[src/rtl/lsu_bus_if.sv]
// Load/store unit bridging the core's memory instructions onto a valid/ready data bus.
// Handles byte lanes, load extension, misalignment faults and bus timeouts.
module lsu_bus_if #(
  parameter int unsigned TIMEOUT = 64
) (
  input  logic        clk,
  input  logic        rst,
  input  logic        req_valid,
  input  logic        is_store,
  input  logic [2:0]  mem_acc_mode,
  input  logic [31:0] addr,
  input  logic [31:0] wdata,
  output logic        stall,
  output logic        done,
  output logic [31:0] rdata,
  output logic        err,
  output logic        bus_req,
  output logic        bus_we,
  output logic [31:0] bus_addr,
  output logic [3:0]  bus_be,
  output logic [31:0] bus_wdata,
  input  logic        bus_gnt,
  input  logic        bus_rvalid,
  input  logic [31:0] bus_rdata
);

  localparam int unsigned CW = $clog2(TIMEOUT);
  localparam logic [CW-1:0] LAST = CW'(TIMEOUT - 1);

  typedef enum logic [1:0] {S_IDLE, S_REQ, S_WAIT, S_DONE} state_t;

  state_t        r_state;
  logic [CW-1:0] r_cnt;
  logic [2:0]    r_mode;
  logic [1:0]    r_off;
  logic          r_done, r_err, r_req, r_we;
  logic [31:0]   r_addr, r_wdata, r_rdata;
  logic [3:0]    r_be;

  logic          w_fault;
  logic [3:0]    w_be;
  logic [31:0]   w_wdata, w_shift, w_ext;

  always_comb begin
    w_fault = (mem_acc_mode == 3'b011) || (mem_acc_mode[2:1] == 2'b11) ||
              ((mem_acc_mode[1:0] == 2'b01) && addr[0]) ||
              ((mem_acc_mode == 3'b010) && (addr[1:0] != 2'b00));
    case (mem_acc_mode[1:0])
      2'b00:   w_be = 4'b0001 << addr[1:0];
      2'b01:   w_be = 4'b0011 << addr[1:0];
      default: w_be = 4'b1111;
    endcase
    w_wdata = wdata << {addr[1:0], 3'b000};
    w_shift = bus_rdata >> {r_off, 3'b000};
    case (r_mode)
      3'b000:  w_ext = {{24{w_shift[7]}}, w_shift[7:0]};
      3'b001:  w_ext = {{16{w_shift[15]}}, w_shift[15:0]};
      3'b100:  w_ext = {24'h0, w_shift[7:0]};
      3'b101:  w_ext = {16'h0, w_shift[15:0]};
      default: w_ext = w_shift;
    endcase
  end

  always_ff @(posedge clk) begin
    if (rst) begin
      r_state <= S_IDLE;
      r_cnt   <= '0;
      r_mode  <= '0;
      r_off   <= '0;
      r_done  <= 1'b0;
      r_err   <= 1'b0;
      r_req   <= 1'b0;
      r_we    <= 1'b0;
      r_addr  <= '0;
      r_wdata <= '0;
      r_rdata <= '0;
      r_be    <= '0;
    end else begin
      r_done <= 1'b0;
      r_err  <= 1'b0;
      case (r_state)
        S_IDLE: if (req_valid) begin
          if (w_fault) begin
            r_done  <= 1'b1;
            r_err   <= 1'b1;
            r_state <= S_DONE;
          end else begin
            r_addr  <= {addr[31:2], 2'b00};
            r_be    <= w_be;
            r_wdata <= w_wdata;
            r_we    <= is_store;
            r_mode  <= mem_acc_mode;
            r_off   <= addr[1:0];
            r_req   <= 1'b1;
            r_cnt   <= '0;
            r_state <= S_REQ;
          end
        end
        S_REQ: begin
          // A load grant in the last budgeted cycle still aborts: no rvalid can fit.
          if (bus_gnt && r_we) begin
            r_req   <= 1'b0;
            r_done  <= 1'b1;
            r_state <= S_DONE;
          end else if (r_cnt == LAST) begin
            r_req   <= 1'b0;
            r_done  <= 1'b1;
            r_err   <= 1'b1;
            r_state <= S_DONE;
          end else begin
            r_cnt <= r_cnt + 1'b1;
            if (bus_gnt) begin
              r_req   <= 1'b0;
              r_state <= S_WAIT;
            end
          end
        end
        S_WAIT: begin
          if (bus_rvalid) begin
            r_rdata <= w_ext;
            r_done  <= 1'b1;
            r_state <= S_DONE;
          end else if (r_cnt == LAST) begin
            r_done  <= 1'b1;
            r_err   <= 1'b1;
            r_state <= S_DONE;
          end else begin
            r_cnt <= r_cnt + 1'b1;
          end
        end
        default: r_state <= S_IDLE;
      endcase
    end
  end

  assign stall     = req_valid & (r_state != S_DONE);
  assign done      = r_done;
  assign err       = r_err;
  assign rdata     = r_rdata;
  assign bus_req   = r_req;
  assign bus_we    = r_we;
  assign bus_addr  = r_addr;
  assign bus_be    = r_be;
  assign bus_wdata = r_wdata;

endmodule

[config.mk]
export PLATFORM = sky130hd
export DESIGN_NAME = lsu_bus_if
export DESIGN_NICKNAME = d
export VERILOG_FILES = /design/src/rtl/lsu_bus_if.sv
export SDC_FILE = /design/constraint.sdc
export NUM_CORES = 1
export LEC_CHECK = 0
export BUFFER_PORTS_ARGS = -buffer_cell sky130_fd_sc_hd__buf_2
export CORE_MARGIN = 2
export CORE_UTILIZATION = 37
export DETAILED_ROUTE_END_ITERATION = 12
export SLEW_MARGIN = 20
export SYNTH_ARGS = -nofsm -noshare
export SYNTH_HDL_FRONTEND = slang
export SYNTH_SLANG_ARGS = --single-unit
[constraint.sdc]
create_clock -name clk -period 2.33 [get_ports clk]
set_clock_uncertainty 0.1 [all_clocks]
set_input_delay 0.233 -clock clk [delete_from_list [all_inputs] [get_ports clk]]
set_output_delay 0.233 -clock clk [all_outputs]
set_load 0.05 [all_outputs]
Word-level counts from Yosys, hierarchy flattened --
Cells that the tools add are included.
Word-level totals: word-level logic and storage cells 84, bits in registers 115, output and inout port bits 105, input port bits 105
Operators by class: shift operators 4, $add $sub $neg 1, muxes and demuxes 31, bitwise logic cells 2, reductions and logical operators 17, equal/unequal tests 17
Operator list (count):
- $pmux 32 s4 | 1
- $shl 32x5->32 | 1
- $shr 32x5->32 | 1
- $mux 6 | 5
- $pmux 6 s3 | 1
- $mux 2 | 7
- $mux 1 | 12
- $ne 2x2->1 const B | 5
- $pmux 4 s2 | 1
- $add 6x1->6 const B | 1
- $eq 3x2->1 const B | 2
- $eq 3x3->1 const B | 2
- $eq 6x6->1 const B | 1
- $pmux 1 s3 | 2
- $pmux 2 s3 | 1
- $reduce_and 3->1 | 2
- $reduce_and 5->1 | 1
- $eq 2x1->1 const B | 2
- $eq 2x2->1 const B | 2
- $logic_not 2->1 | 2
- $ne 4x4->1 const B | 1
- $reduce_and 4->1 | 1
- $reduce_bool 2->1 | 2
- $shl 1x2->4 const A | 1
- 11 further kinds | 15

Longest topological paths before layout --
depth in word-level cells 7, gate-level depth with buffers 8, mapped depth without buffers 6

Worst setup path before layout --
No wires, ideal clock.
kind reg2reg, from register r_state[0], to register r_cnt[5], period minus slack after synthesis 1819 ps, slack 511 ps, path buffers 1, data required time 2143 ps, arrival time 1632 ps, setup time 87 ps, cell stages (with the launch flop) 8, path through dfxtp_1 inv_1 ha_1 clkbuf_1 nand2b_1 o2111ai_1 or4_1 o31ai_1
Between the ends: word-level cells in the longest chain between the ends 3, elaborated cells between the ends (all ways) 10, classes of those cells eq/ne (6); mux (1); reduce/logical (3)
RTL lines:
- start: declaration | RTL line 32 | state_t r_state;
- start signal: assignment | RTL line 66 | r_state <= S_IDLE;
- start signal: assignment | RTL line 86 | r_state <= S_DONE;
- start signal: assignment | RTL line 96 | r_state <= S_REQ;
- $eq 2x1->1, or another cell as far along | RTL line 81 | case (r_state)
- $ne 2x2->1 (no source line) / $reduce_bool 3->1 (equally long branches)
- $reduce_and 5->1 (no source line)
- end signal: assignment | RTL line 111 | r_cnt <= r_cnt + 1'b1;
- end signal: assignment | RTL line 128 | r_cnt <= r_cnt + 1'b1;
- end: declaration | RTL line 33 | logic [CW-1:0] r_cnt;
Several ways; a longest one is shown, not always the timed one. A chain may end at the register's enable or synchronous reset.

Worst setup path after layout --
Same ends and word-level chain as after synthesis.

==> impl_metrics.csv <==
group,metric,value,unit
detailed_routing,dr.pass1.iters,6,
detailed_routing,vias_per_cell,5.15,
critical_path,rr_worst_depth,6,
clocking,path_clk_slew,50,ps
die,placementRows,44,
logic_synthesis,synth-edff-count,0,
power_and_ir_drop,p_int,4.97,mW
placement,gp_congestion,0.790,
sta,fmax,486,MHz
detailed_routing,wl_per_cell,15.7,microns
run_status,outcome,"completed",
clocking,numCtsBuffers,17,
sta,finalMaxSlewViolations,0,
layout,nets,1000,
power_and_ir_drop,cellPowerDensity,1010,nW/um^2
logic_synthesis,synth_seq_area_share,42.5,%
global_routing,antenna_found_initial,0,
critical_path,endpoint_kind,"flip-flop",
layout,layout_commonest_cell,"buf_2",
sta,hold_viol,0,
critical_path,cp_num_buf_inv,1,
layout,post-route-util,53.1,%
critical_path,critPathRequiredTime,2550,ps
power_and_ir_drop,seq_power_share,30.8,%
critical_path,cp.arrival,2280,ps
critical_path,cp_cell_sequence,"inv_1, ha_1, nand2b_1, o2111ai_1, or4_1, o31ai_1",
placement,place_area,6610,sq um
sta,hold_ws,17.4,ps
sta,finalCritPeriodShare,88.3,%
global_routing,grt.total_usage,21.6,%
clocking,cts_tree,"done",
layout,final_cells,1086,
die,coreArea,14400,sq um
layout,mostFrequentLayoutCells,"buf_2, nand2_1, dfxtp_1",
die,die_y,125,microns
placement,hpwl,11500,microns
flow_run,drv_cap,0,
placement,portBuffers,207,
global_routing,gr-total-overflow,0,
die,die_x,125,microns
critical_path,r2r_end,"r_cnt[5]",
clocking,root_buffer,"clkbuf_16",
power_and_ir_drop,power_frac_clock,38.1,%
logic_synthesis,synthArstFlopShare,0,%
min_path,hp-start,"wdata[4]",
clocking,clkSinkCount,115,
sta,setup_ws,273,ps
critical_path,r2r_setup_slack,270,ps
critical_path,worstSetupStartpointType,"flip-flop",
detailed_routing,drcViolationCount,0,
clocking,cts.path.max_buffers,2,
sta,fin_tns_setup,0,ps
clocking,cts_setup_buffers,0,
min_path,min_path_cells,3,
power_and_ir_drop,cellLeakagePower,3.31,nW
critical_path,cp_max_fo,9,
sta,worst_pin_slew,812,ps
critical_path,cpMaxStageDelayCell,"or4_1",
global_routing,first_global_vias,5381,
detailed_routing,drtIter0Drc,279,
power_and_ir_drop,swShare,35.8,%
die,top_level_ports,210,
sta,setup-violations-final,0,
logic_synthesis,netlist_area,5420,sq um
power_and_ir_drop,p_comb_share,31.1,%
logic_synthesis,synth_seq_cells,115,
layout,drive_gt1_share,31.5,%
logic_synthesis,avgSynthCellArea,8.18,sq um
global_routing,grt_first_pass_wirelength,27500,microns
clocking,clock_latency,410,ps
critical_path,regToRegStartpoint,"r_state[0]",
die,start_util,37.5,%
critical_path,critPathTopFamily,"simple AND/OR/NAND/NOR gates",
clocking,hold_buffers,38,
layout,syn2layout_area_growth,41.5,%
sta,rsz0062_at_grt,"no",
detailed_routing,detail-route-antenna-nets,0,
die,die_area,15600,sq um
detailed_routing,vias,5595,
critical_path,cpPeakStageDelay,550,ps
critical_path,path_class,"flip-flop to flip-flop",
placement,placedCellCount,1017,
detailed_routing,finalWirelength,17000,microns
logic_synthesis,netlist_instances,662,
power_and_ir_drop,power_switching,2.77,mW
logic_synthesis,synth_warnings,0,
sta,relSlewSlack,45.8,%
layout,stdcell_area,7660,sq um
min_path,hold_path.class,"input port to flip-flop",
global_routing,grt_start_max_net_pins,74,
logic_synthesis,synth_flop_cell,"dfxtp_1",
power_and_ir_drop,total_power,7.74,mW
layout,antenna_cells,0,
power_and_ir_drop,vdd_drop_max,0.000440,V
layout,fillers,1367,
min_path,hold_end,"bus_wdata[4]",
clocking,cts_resized,0,
logic_synthesis,synth.distinct_cells,53,
clocking,cts.htree.levels,4,
placement,dp_slack,159,ps
sta,min_period,2060,ps
how the worst max path moves through the flow:
stage	depth (start not counted)	from	slack, ps	to
floorplan	7	r_state[0]	510	r_cnt[5]
global placement	7	addr[0]	270	bus_addr[17]
detailed placement	7	addr[0]	160	bus_addr[11]
CTS	6	r_state[0]	270	bus_addr[11]
global route	6	r_state[0]	150	bus_addr[13]
finish	6	r_state[0]	270	r_cnt[5]
area by class of cell:
class	count	area (sq um)	share of cell area, %
clock buffers	23	498	6.50
clock inverters	8	171	2.24
inverters	6	22.5	0.294
multi-input cells	486	2850	37.2
flip-flops and latches	115	2300	30.1
well taps	184	230	3.01
repair buffers	264	1590	20.7
layer usage:
metal / track usage [%] / wire length (microns) / vias up
li1: - / - / 2784
met3: 7.87 / 1420 / 25
met4: 7.06 / 292 / 0
met1: 28.0 / 7590 / 2581
met2: 33.6 / 7710 / 205
met5: 0 / 0 / -
cell usage after synthesis (2+ instances only):
cell type	number	area, sq um
nand2_1	129	484
dfxtp_1	115	2300
a21oi_1	94	470
nor2_1	54	203
clkbuf_1	35	131
a211oi_1	33	248
mux2i_1	30	300
nor3_1	19	95.1
buf_2	16	80.1
mux2_2	16	180
o211ai_1	15	113
nand3_1	10	50.1
nor2b_1	9	56.3
or3_1	8	50.1
o2bb2ai_1	7	61.3
inv_1	6	22.5
o21ai_0	6	30.0
ha_1	5	62.6
nand2b_1	5	31.3
nand4_1	3	18.8
or2_2	3	18.8
a211o_1	2	17.5
a21o_1	2	15.0
a311oi_1	2	17.5
a31oi_1	2	12.5
and2_1	2	12.5
and3_1	2	12.5
buf_4	2	15.0
buf_6	2	22.5
mux4_2	2	45.0
o21a_1	2	15.0
o22ai_1	2	12.5
o41ai_1	2	17.5
flip-flops by register name, summed over array words and instances (netlist names):
signal and count:
bus_wdata 32, bus_req 1, err 1, rdata 32
r_state 2, r_mode 3, r_cnt 6, done 1
bus_we 1, bus_addr 30, bus_be 4, r_off 2
cell families (layout without fill, tap and decap cells):
group / Yosys count / after routing / share of synthesized area [%]
AO/OA/AOI/OAI: 179 / 179 / 20.8
flip-flops: 115 / 115 / 42.5
buffers and inverters: 62 / 301 / 5.08
AND/OR/NAND/NOR: 250 / 250 / 20.2
adder cells (fa/ha/maj): 5 / 5 / 1.16
multiplexers: 50 / 50 / 10.2
other: 1 / 2 / 0.0692
power by group through the flow:
stage / clock, mW / sequential [mW] / combinational, mW
6_report: 2.95 / 2.38 / 2.41
3_3_place_gp: 0 / 2.42 / 2.35
2_1_floorplan: 0 / 3.17 / 0.989
4_1_cts: 2.99 / 2.38 / 2.42
5_1_grt: 3.10 / 2.41 / 2.60
3_5_place_dp: 0 / 2.42 / 2.36
worst min-delay path: cells and delay by family:
kind / cells / cell delay [ps]
buf+inv: 1 / 110
compound gates: 1 / 60
simple gates: 1 / 70
(Power assumes the default switching activity.)
